`src/rtl/rv32_dec_pipe.sv`:
```
// rv32_dec_pipe: RV32I decoder feeding a DEPTH-entry, per-hart flushable buffer.
// Define RV32_DEC_CSR_EN to also decode the six Zicsr instructions.
module rv32_dec_pipe #(
   parameter int NUM_HARTS = 8,
   parameter int DEPTH     = 2,
   localparam int HART_W   = $clog2(NUM_HARTS),
   localparam int CNT_W    = $clog2(DEPTH + 1)
) (
   input  logic                 clk,
   input  logic                 rst,
   input  logic                 in_valid,
   output logic                 in_ready,
   input  logic [31:0]          in_instr,
   input  logic [31:0]          in_pc,
   input  logic [HART_W-1:0]    in_hart,
   input  logic [NUM_HARTS-1:0] flush_mask,
   output logic                 out_valid,
   input  logic                 out_ready,
   output logic [5:0]           out_opcode,
   output logic [5:0]           out_type,
   output logic [31:0]          out_imm,
   output logic [11:0]          out_csr,
   output logic [4:0]           out_rs1,
   output logic [4:0]           out_rs2,
   output logic [4:0]           out_rd,
   output logic [31:0]          out_pc,
   output logic [HART_W-1:0]    out_hart,
   output logic                 out_illegal,
   output logic [CNT_W-1:0]     occupancy
);

   localparam logic [5:0] OP_LB    = 6'h00, OP_LH    = 6'h01, OP_LW    = 6'h02;
   localparam logic [5:0] OP_LBU   = 6'h03, OP_LHU   = 6'h04, OP_SB    = 6'h05;
   localparam logic [5:0] OP_SH    = 6'h06, OP_SW    = 6'h07, OP_SLL   = 6'h08;
   localparam logic [5:0] OP_SLLI  = 6'h09, OP_SRL   = 6'h0A, OP_SRLI  = 6'h0B;
   localparam logic [5:0] OP_SRA   = 6'h0C, OP_SRAI  = 6'h0D, OP_ADD   = 6'h0E;
   localparam logic [5:0] OP_ADDI  = 6'h0F, OP_SUB   = 6'h10, OP_LUI   = 6'h11;
   localparam logic [5:0] OP_AUIPC = 6'h12, OP_XOR   = 6'h13, OP_XORI  = 6'h14;
   localparam logic [5:0] OP_OR    = 6'h15, OP_ORI   = 6'h16, OP_AND   = 6'h17;
   localparam logic [5:0] OP_ANDI  = 6'h18, OP_SLT   = 6'h19, OP_SLTI  = 6'h1A;
   localparam logic [5:0] OP_SLTU  = 6'h1B, OP_SLTIU = 6'h1C, OP_BEQ   = 6'h1D;
   localparam logic [5:0] OP_BNE   = 6'h1E, OP_BLT   = 6'h1F, OP_BGE   = 6'h20;
   localparam logic [5:0] OP_BLTU  = 6'h21, OP_BGEU  = 6'h22, OP_JAL   = 6'h23;
   localparam logic [5:0] OP_JALR  = 6'h24, OP_FENCE = 6'h25, OP_FENCI = 6'h26;
   localparam logic [5:0] OP_CSRRW = 6'h27, OP_CSRRS = 6'h28, OP_CSRRC = 6'h29;
   localparam logic [5:0] OP_CSRWI = 6'h2A, OP_CSRSI = 6'h2B, OP_CSRCI = 6'h2C;
   localparam logic [5:0] OP_ECALL = 6'h2D, OP_EBRK  = 6'h2E, OP_SRET  = 6'h2F;
   localparam logic [5:0] OP_MRET  = 6'h30, OP_WFI   = 6'h31, OP_NOP   = 6'h32;
   localparam logic [5:0] OP_UNK   = 6'h3F;

   localparam logic [5:0] T_R = 6'b100000, T_I = 6'b010000, T_S = 6'b001000;
   localparam logic [5:0] T_B = 6'b000100, T_U = 6'b000010, T_J = 6'b000001;
   localparam logic [5:0] T_NOP = 6'b000000, T_UNK = 6'b111111;

   typedef enum logic [3:0] {
      F_R, F_I, F_SH, F_S, F_B, F_U, F_J, F_SYS, F_CSR, F_NOP, F_UNK
   } fmt_e;

   typedef struct packed {
      logic [5:0]        opcode;
      logic [5:0]        typ;
      logic [31:0]       imm;
      logic [11:0]       csr;
      logic [4:0]        rs1;
      logic [4:0]        rs2;
      logic [4:0]        rd;
      logic              illegal;
      logic [31:0]       pc;
      logic [HART_W-1:0] hart;
   } entry_t;

   logic [6:0]  opc;
   logic [2:0]  f3;
   logic [6:0]  f7;
   logic [31:0] imm_i, imm_s, imm_b, imm_u, imm_j;
   logic [5:0]  op;
   fmt_e        fmt;
   entry_t      dec;

   assign opc   = in_instr[6:0];
   assign f3    = in_instr[14:12];
   assign f7    = in_instr[31:25];
   assign imm_i = {{20{in_instr[31]}}, in_instr[31:20]};
   assign imm_s = {{20{in_instr[31]}}, in_instr[31:25], in_instr[11:7]};
   assign imm_b = {{19{in_instr[31]}}, in_instr[31], in_instr[7],
                   in_instr[30:25], in_instr[11:8], 1'b0};
   assign imm_u = {in_instr[31:12], 12'b0};
   assign imm_j = {{11{in_instr[31]}}, in_instr[31], in_instr[19:12],
                   in_instr[20], in_instr[30:21], 1'b0};

   always_comb begin
      op  = OP_UNK;
      fmt = F_UNK;
      unique case (opc)
         7'b0000011: begin
            fmt = F_I;
            unique case (f3)
               3'b000:  op = OP_LB;
               3'b001:  op = OP_LH;
               3'b010:  op = OP_LW;
               3'b100:  op = OP_LBU;
               3'b101:  op = OP_LHU;
               default: fmt = F_UNK;
            endcase
         end
         7'b0100011: begin
            fmt = F_S;
            unique case (f3)
               3'b000:  op = OP_SB;
               3'b001:  op = OP_SH;
               3'b010:  op = OP_SW;
               default: fmt = F_UNK;
            endcase
         end
         7'b0010011: begin
            fmt = F_I;
            unique case (f3)
               3'b000: op = OP_ADDI;
               3'b010: op = OP_SLTI;
               3'b011: op = OP_SLTIU;
               3'b100: op = OP_XORI;
               3'b110: op = OP_ORI;
               3'b111: op = OP_ANDI;
               3'b001: begin
                  fmt = (f7 == 7'h00) ? F_SH : F_UNK;
                  op  = (f7 == 7'h00) ? OP_SLLI : OP_UNK;
               end
               3'b101: begin
                  fmt = F_SH;
                  if (f7 == 7'h00)      op = OP_SRLI;
                  else if (f7 == 7'h20) op = OP_SRAI;
                  else                  fmt = F_UNK;
               end
            endcase
            // The canonical NOP is reported on its own, not as ADDI.
            if (in_instr == 32'h0000_0013) begin
               op  = OP_NOP;
               fmt = F_NOP;
            end
         end
         7'b0110011: begin
            fmt = F_R;
            if (f7 == 7'h00) begin
               unique case (f3)
                  3'b000: op = OP_ADD;
                  3'b001: op = OP_SLL;
                  3'b010: op = OP_SLT;
                  3'b011: op = OP_SLTU;
                  3'b100: op = OP_XOR;
                  3'b101: op = OP_SRL;
                  3'b110: op = OP_OR;
                  3'b111: op = OP_AND;
               endcase
            end else if (f7 == 7'h20 && f3 == 3'b000) begin
               op = OP_SUB;
            end else if (f7 == 7'h20 && f3 == 3'b101) begin
               op = OP_SRA;
            end else begin
               fmt = F_UNK;
            end
         end
         7'b0110111: begin op = OP_LUI;   fmt = F_U; end
         7'b0010111: begin op = OP_AUIPC; fmt = F_U; end
         7'b1101111: begin op = OP_JAL;   fmt = F_J; end
         7'b1100111: begin
            if (f3 == 3'b000) begin op = OP_JALR; fmt = F_I; end
         end
         7'b1100011: begin
            fmt = F_B;
            unique case (f3)
               3'b000:  op = OP_BEQ;
               3'b001:  op = OP_BNE;
               3'b100:  op = OP_BLT;
               3'b101:  op = OP_BGE;
               3'b110:  op = OP_BLTU;
               3'b111:  op = OP_BGEU;
               default: fmt = F_UNK;
            endcase
         end
         7'b0001111: begin
            fmt = F_I;
            if (f3 == 3'b000)      op = OP_FENCE;
            else if (f3 == 3'b001) op = OP_FENCI;
            else                   fmt = F_UNK;
         end
         7'b1110011: begin
            fmt = F_SYS;
            unique case (in_instr)
               32'h0000_0073: op = OP_ECALL;
               32'h0010_0073: op = OP_EBRK;
               32'h1020_0073: op = OP_SRET;
               32'h3020_0073: op = OP_MRET;
               32'h1050_0073: op = OP_WFI;
               default:       fmt = F_UNK;
            endcase
`ifdef RV32_DEC_CSR_EN
            if (f3 != 3'b000 && f3 != 3'b100) begin
               fmt = F_CSR;
               unique case (f3)
                  3'b001:  op = OP_CSRRW;
                  3'b010:  op = OP_CSRRS;
                  3'b011:  op = OP_CSRRC;
                  3'b101:  op = OP_CSRWI;
                  3'b110:  op = OP_CSRSI;
                  default: op = OP_CSRCI;
               endcase
            end
`endif
         end
         default: ;
      endcase
      if (fmt == F_UNK) op = OP_UNK;
   end

   always_comb begin
      dec        = '0;
      dec.opcode = op;
      unique case (fmt)
         F_R: begin
            dec.typ = T_R;
            dec.rd  = in_instr[11:7];
            dec.rs1 = in_instr[19:15];
            dec.rs2 = in_instr[24:20];
         end
         F_I: begin
            dec.typ = T_I;
            dec.rd  = in_instr[11:7];
            dec.rs1 = in_instr[19:15];
            dec.imm = imm_i;
         end
         F_SH: begin
            dec.typ = T_I;
            dec.rd  = in_instr[11:7];
            dec.rs1 = in_instr[19:15];
            dec.imm = {27'b0, in_instr[24:20]};
         end
         F_S: begin
            dec.typ = T_S;
            dec.rs1 = in_instr[19:15];
            dec.rs2 = in_instr[24:20];
            dec.imm = imm_s;
         end
         F_B: begin
            dec.typ = T_B;
            dec.rs1 = in_instr[19:15];
            dec.rs2 = in_instr[24:20];
            dec.imm = imm_b;
         end
         F_U: begin
            dec.typ = T_U;
            dec.rd  = in_instr[11:7];
            dec.imm = imm_u;
         end
         F_J: begin
            dec.typ = T_J;
            dec.rd  = in_instr[11:7];
            dec.imm = imm_j;
         end
         F_SYS: dec.typ = T_I;
         F_CSR: begin
            dec.typ = T_I;
            dec.rd  = in_instr[11:7];
            dec.rs1 = in_instr[19:15];
            dec.csr = in_instr[31:20];
         end
         F_NOP: dec.typ = T_NOP;
         default: begin
            dec.typ     = T_UNK;
            dec.illegal = 1'b1;
         end
      endcase
      dec.pc   = in_pc;
      dec.hart = in_hart;
   end

   entry_t           mem_q [DEPTH];
   entry_t           mem_d [DEPTH];
   entry_t           sh    [DEPTH];
   logic [CNT_W-1:0] cnt_q, cnt_d;
   logic             push, pop;
   int               pos, n_sh;

   assign in_ready  = (cnt_q < CNT_W'(DEPTH));
   assign out_valid = (cnt_q != '0);
   assign pop       = out_valid && out_ready;
   assign push      = in_valid && in_ready && !flush_mask[in_hart];

   // Pop first, then squeeze out flushed harts, then append the new entry.
   always_comb begin
      sh[DEPTH-1] = pop ? '0 : mem_q[DEPTH-1];
      for (int i = 0; i < DEPTH - 1; i++)
         sh[i] = pop ? mem_q[i+1] : mem_q[i];
      for (int j = 0; j < DEPTH; j++)
         mem_d[j] = '0;
      n_sh = int'(cnt_q) - int'(pop);
      pos  = 0;
      for (int i = 0; i < DEPTH; i++) begin
         if (i < n_sh && !flush_mask[sh[i].hart]) begin
            for (int j = 0; j < DEPTH; j++)
               if (j == pos) mem_d[j] = sh[i];
            pos = pos + 1;
         end
      end
      for (int j = 0; j < DEPTH; j++)
         if (push && j == pos) mem_d[j] = dec;
      cnt_d = CNT_W'(pos + int'(push));
   end

   always_ff @(posedge clk) begin
      if (rst) begin
         cnt_q <= '0;
         for (int i = 0; i < DEPTH; i++)
            mem_q[i] <= '0;
      end else begin
         cnt_q <= cnt_d;
         mem_q <= mem_d;
      end
   end

   assign out_opcode  = mem_q[0].opcode;
   assign out_type    = mem_q[0].typ;
   assign out_imm     = mem_q[0].imm;
   assign out_csr     = mem_q[0].csr;
   assign out_rs1     = mem_q[0].rs1;
   assign out_rs2     = mem_q[0].rs2;
   assign out_rd      = mem_q[0].rd;
   assign out_pc      = mem_q[0].pc;
   assign out_hart    = mem_q[0].hart;
   assign out_illegal = mem_q[0].illegal;
   assign occupancy   = cnt_q;

endmodule
```
`config.mk`:
```
export PLATFORM = sky130hd
export DESIGN_NAME = rv32_dec_pipe
export DESIGN_NICKNAME = d
export VERILOG_FILES = /design/src/rtl/rv32_dec_pipe.sv
export SDC_FILE = /design/constraint.sdc
export NUM_CORES = 1
export LEC_CHECK = 0
export ABC_CLOCK_PERIOD_IN_PS = 4300
export CAP_MARGIN = 20
export CORE_MARGIN = 3
export CORE_UTILIZATION = 53
export DETAILED_ROUTE_END_ITERATION = 16
export GPL_TIMING_DRIVEN = 0
export PLACE_DENSITY = 0.78
export SLEW_MARGIN = 10
export SYNTH_ARGS = -nofsm -noshare
export SYNTH_HDL_FRONTEND = slang
export SYNTH_SLANG_ARGS = --single-unit
export TNS_END_PERCENT = 20
```
`constraint.sdc`:
```
create_clock -name clk -period 4.3 [get_ports clk]
set_input_delay 0.86 -clock clk [delete_from_list [all_inputs] [get_ports clk]]
set_output_delay 0.86 -clock clk [all_outputs]
set_load 0.03 [all_outputs]
```
==> run metrics <==
Pint=about 3800 uW; wire per inst=approximately 21 um; fin crit share=0.9675; clock power share=0.328; RSZ-0062 raised after global routing=no; GRT Util Overall=0.3050; clk sink count=~220; Pwr Density=419.5 nW/um2; Worst VDD drop=between 0.2 and 0.3 mV; Critical Path Start Type=input port; post-DP HPWL=around 25,000 um; ys flop type=dfxtp_1; fillers=1,601; FFs w/ async S/R, synth=0; via count=10,360; mapped cell area=approximately 11,000 um2; gr ovfl total=0; CP Max Fanout=10; Post-CTS Resized=8; commonest non-fill, non-tap cells in the layout=216 x dfxtp_1, 183 x clkdlybuf4s50_1, 122 x nor2_1, 108 x buf_4, 73 x a21oi_1; Slew @ Worst Pin=1200 ps; Comb pwr share=0.281; root buffer cell=clkbuf_16; Placed Cells incl. Taps=1,648; Yosys cell types=73; Crit path arrival time=between 4000 and 5000 ps; vias in the first global route=just over 10,000; die area=around 22,000 um2; Cells after Synth=~1,200; part of the power in registers=0.391; P_sw=about 1900 uW; Crit path largest cell delay=roughly 690 ps; switching share of power=0.3278; Starting Density=0.5439; slew margin rel.=0.1939; WP buf/inv=3; Post-Syn Area per Cell=8.887 um2; outcome=complete, no violations; # diodes=0; critical path's slowest cell=or4b_2; cts bufs inserted=22; ANT nets after route=0; Post-CTS Setup Bufs=0; Final nets=about 1,500; worst setup path class=in2reg; Port Buffers=about 180; Peak Freq=~240 MHz; flops & latches, synth=216; post-synth top area share=0.4058; worst path cell trace=clkdlybuf4s50_1 > o21ai_2 > inv_1 > ha_1 > or4b_2 > a21oi_1 > a21oi_1 > ha_1 > and2_1 > nand2_1 > nor2_1 > clkbuf_2 > a221o_1; Avg Vias per Cell=a little over 6; Post-Syn Nets=between 1,000 and 1,500; min Tclk post-route=4160 ps; warnings from Yosys=0; Leakage=between 0.005 and 0.006 uW; first-pass GRT wire length=about 54,000 um; Clock transition at path regs=about 70 ps; dominant cell type by area after synthesis=dfxtp_1; die height=around 150 um; Slew Limit Fails=0; Worst Setup End Kind=register; Ports=190; core area=19,590 um2; Layout Area Growth over Synthesis=27.56%; fin cells=1,686; drc violations=0; FP Rows=between 50 and 60; final setup fails=0; EDFF count, synth=0; Clock Path Buffers=3; Die Wd=around 150 um; GP Congestion=between 0.9 and 1; CTS tree=yes; Fin. Hold Viols=0; Maximum Capacitance Violations=0; overall routed net length=34,750 um; number of H-tree levels=1; top cells by area, synth=dfxtp_1 41%, buf_4 7.6%, a22oi_1 4.7%, nor2_1 4.3%, a221oi_1 3.8%; worst endpoint required time=roughly 4700 ps; Tot Pwr=5701 uW; pin count of the biggest net entering global routing=15; latest clock arrival within the worst-skew pair=between 500 and 600 ps; Initial DRC Count=a little under 1,000; CP delay by family, top=simple AND/OR/NAND/NOR gates; share of layout cells above drive strength 1=0.1682; commonest non-fill, non-tap cell in the layout=dfxtp_1; part of the Yosys area used for sequential elements=0.4058; CTS Hold Bufs=0; Layout Skew=about 14 ps; Worst Hold Class=reg2reg; initial antenna violation count=0; Pre-antenna DRT Iters=6
==> power by group through the flow <==
stage / combinational (uW) / sequential [uW] / clock, uW
global route: 1700 / 2240 / 1960
floorplan: 998 / 2250 / 0
CTS: 1570 / 2220 / 1880
global placement: 1540 / 2260 / 0
finish: 1600 / 2230 / 1870
detailed placement: 1560 / 2270 / 0
==> routing by layer <==
layer,wire length [um],GRT usage,share of wire
met5,0,0,0
met4,1002,0.09366,0.029
met3,3228,0.06101,0.093
met2,15950,0.4919,0.46
met1,14560,0.4156,0.42
==> registers in the layout, summed over array words and instances, names as in the netlist <==
register,count
mem_q,107
occupancy,2
out_csr,12
out_hart,3
out_illegal,1
out_imm,32
out_opcode,6
out_pc,32
out_rd,5
out_rs1,5
out_rs2,5
out_type,6
==> kinds of logic after synthesis <==
family	after synthesis	synth area share
compound gates	383	0.2788
xor+xnor	3	0.002466
fa+ha+maj	9	0.01127
buf+inv	220	0.1206
flops	216	0.4058
mux	15	0.02149
simple gates	353	0.1596
==> worst register-to-register path: stages (launching register included) <==
cell and delay [ps]:
dfxtp_1 350, o21ai_2 350, inv_1 190, ha_1 260, or4b_2 690, a21oi_1 280, a21oi_1 130, ha_1 330
and2_1 250, nand2_1 290, nor2_1 110, clkbuf_2 200, a221o_1 320
==> per-stage QoR <==
step / hold WS (ps) / setup slack [ps] / utilization / instance area (um2) / TNS [ps]
CTS: 444.4 / -7.586 / 0.6924 / 13560 / -15.03
finish: 445.6 / 139.7 / 0.6938 / 13590 / 0
detailed placement: 436.2 / -862.9 / 0.6549 / 12830 / -80110
global route: 469.1 / 20.22 / 0.6938 / 13590 / 0
global placement: 430.1 / -863.5 / 0.6549 / 12830 / -71800
floorplan: 415.6 / 623.9 / - / 10660 / 0
==> area by class of cell <==
type	instances	area, um2	share of cell area
Buffer	200	1219	0.08966
Clock buffer	32	658.1	0.04842
Clock inverter	7	55.05	0.004050
Inverter	19	72.57	0.005339
Multi-Input combinational cell	763	5087	0.3743
Sequential cell	216	4324	0.3181
Tap cell	265	331.6	0.02439
Timing Repair Buffer	184	1844	0.1357
==> final timing paths <==
| path | start | end | cells past startpoint | slack [ps] |
|---|---|---|---|---|
| worst max-delay path | out_ready | mem_q[87] | 13 | 140 |
| worst min-delay path | mem_q[95] | mem_q[95] | 2 | 450 |
| worst max register to register | occupancy[0] | mem_q[87] | 12 | 440 |
| worst min register to register | mem_q[95] | mem_q[95] | 2 | 450 |
==> synthesized netlist by cell type (7+ instances only) <==
cell type	instances
dfxtp_1	216
nor2b_1	10
o21ai_0	35
nor2_1	123
clkbuf_1	67
a22o_1	28
nand3_1	18
nor4_1	10
a31o_2	10
nand2_1	74
a221oi_1	46
ha_1	8
a21oi_1	73
inv_1	17
a221o_1	16
a32o_1	11
buf_4	108
buf_2	18
nor3_1	51
a21o_1	15
a211oi_1	16
and2_1	20
a22oi_1	67
nand2b_1	7
a221oi_2	20
Power figures use the tool's default switching activity.
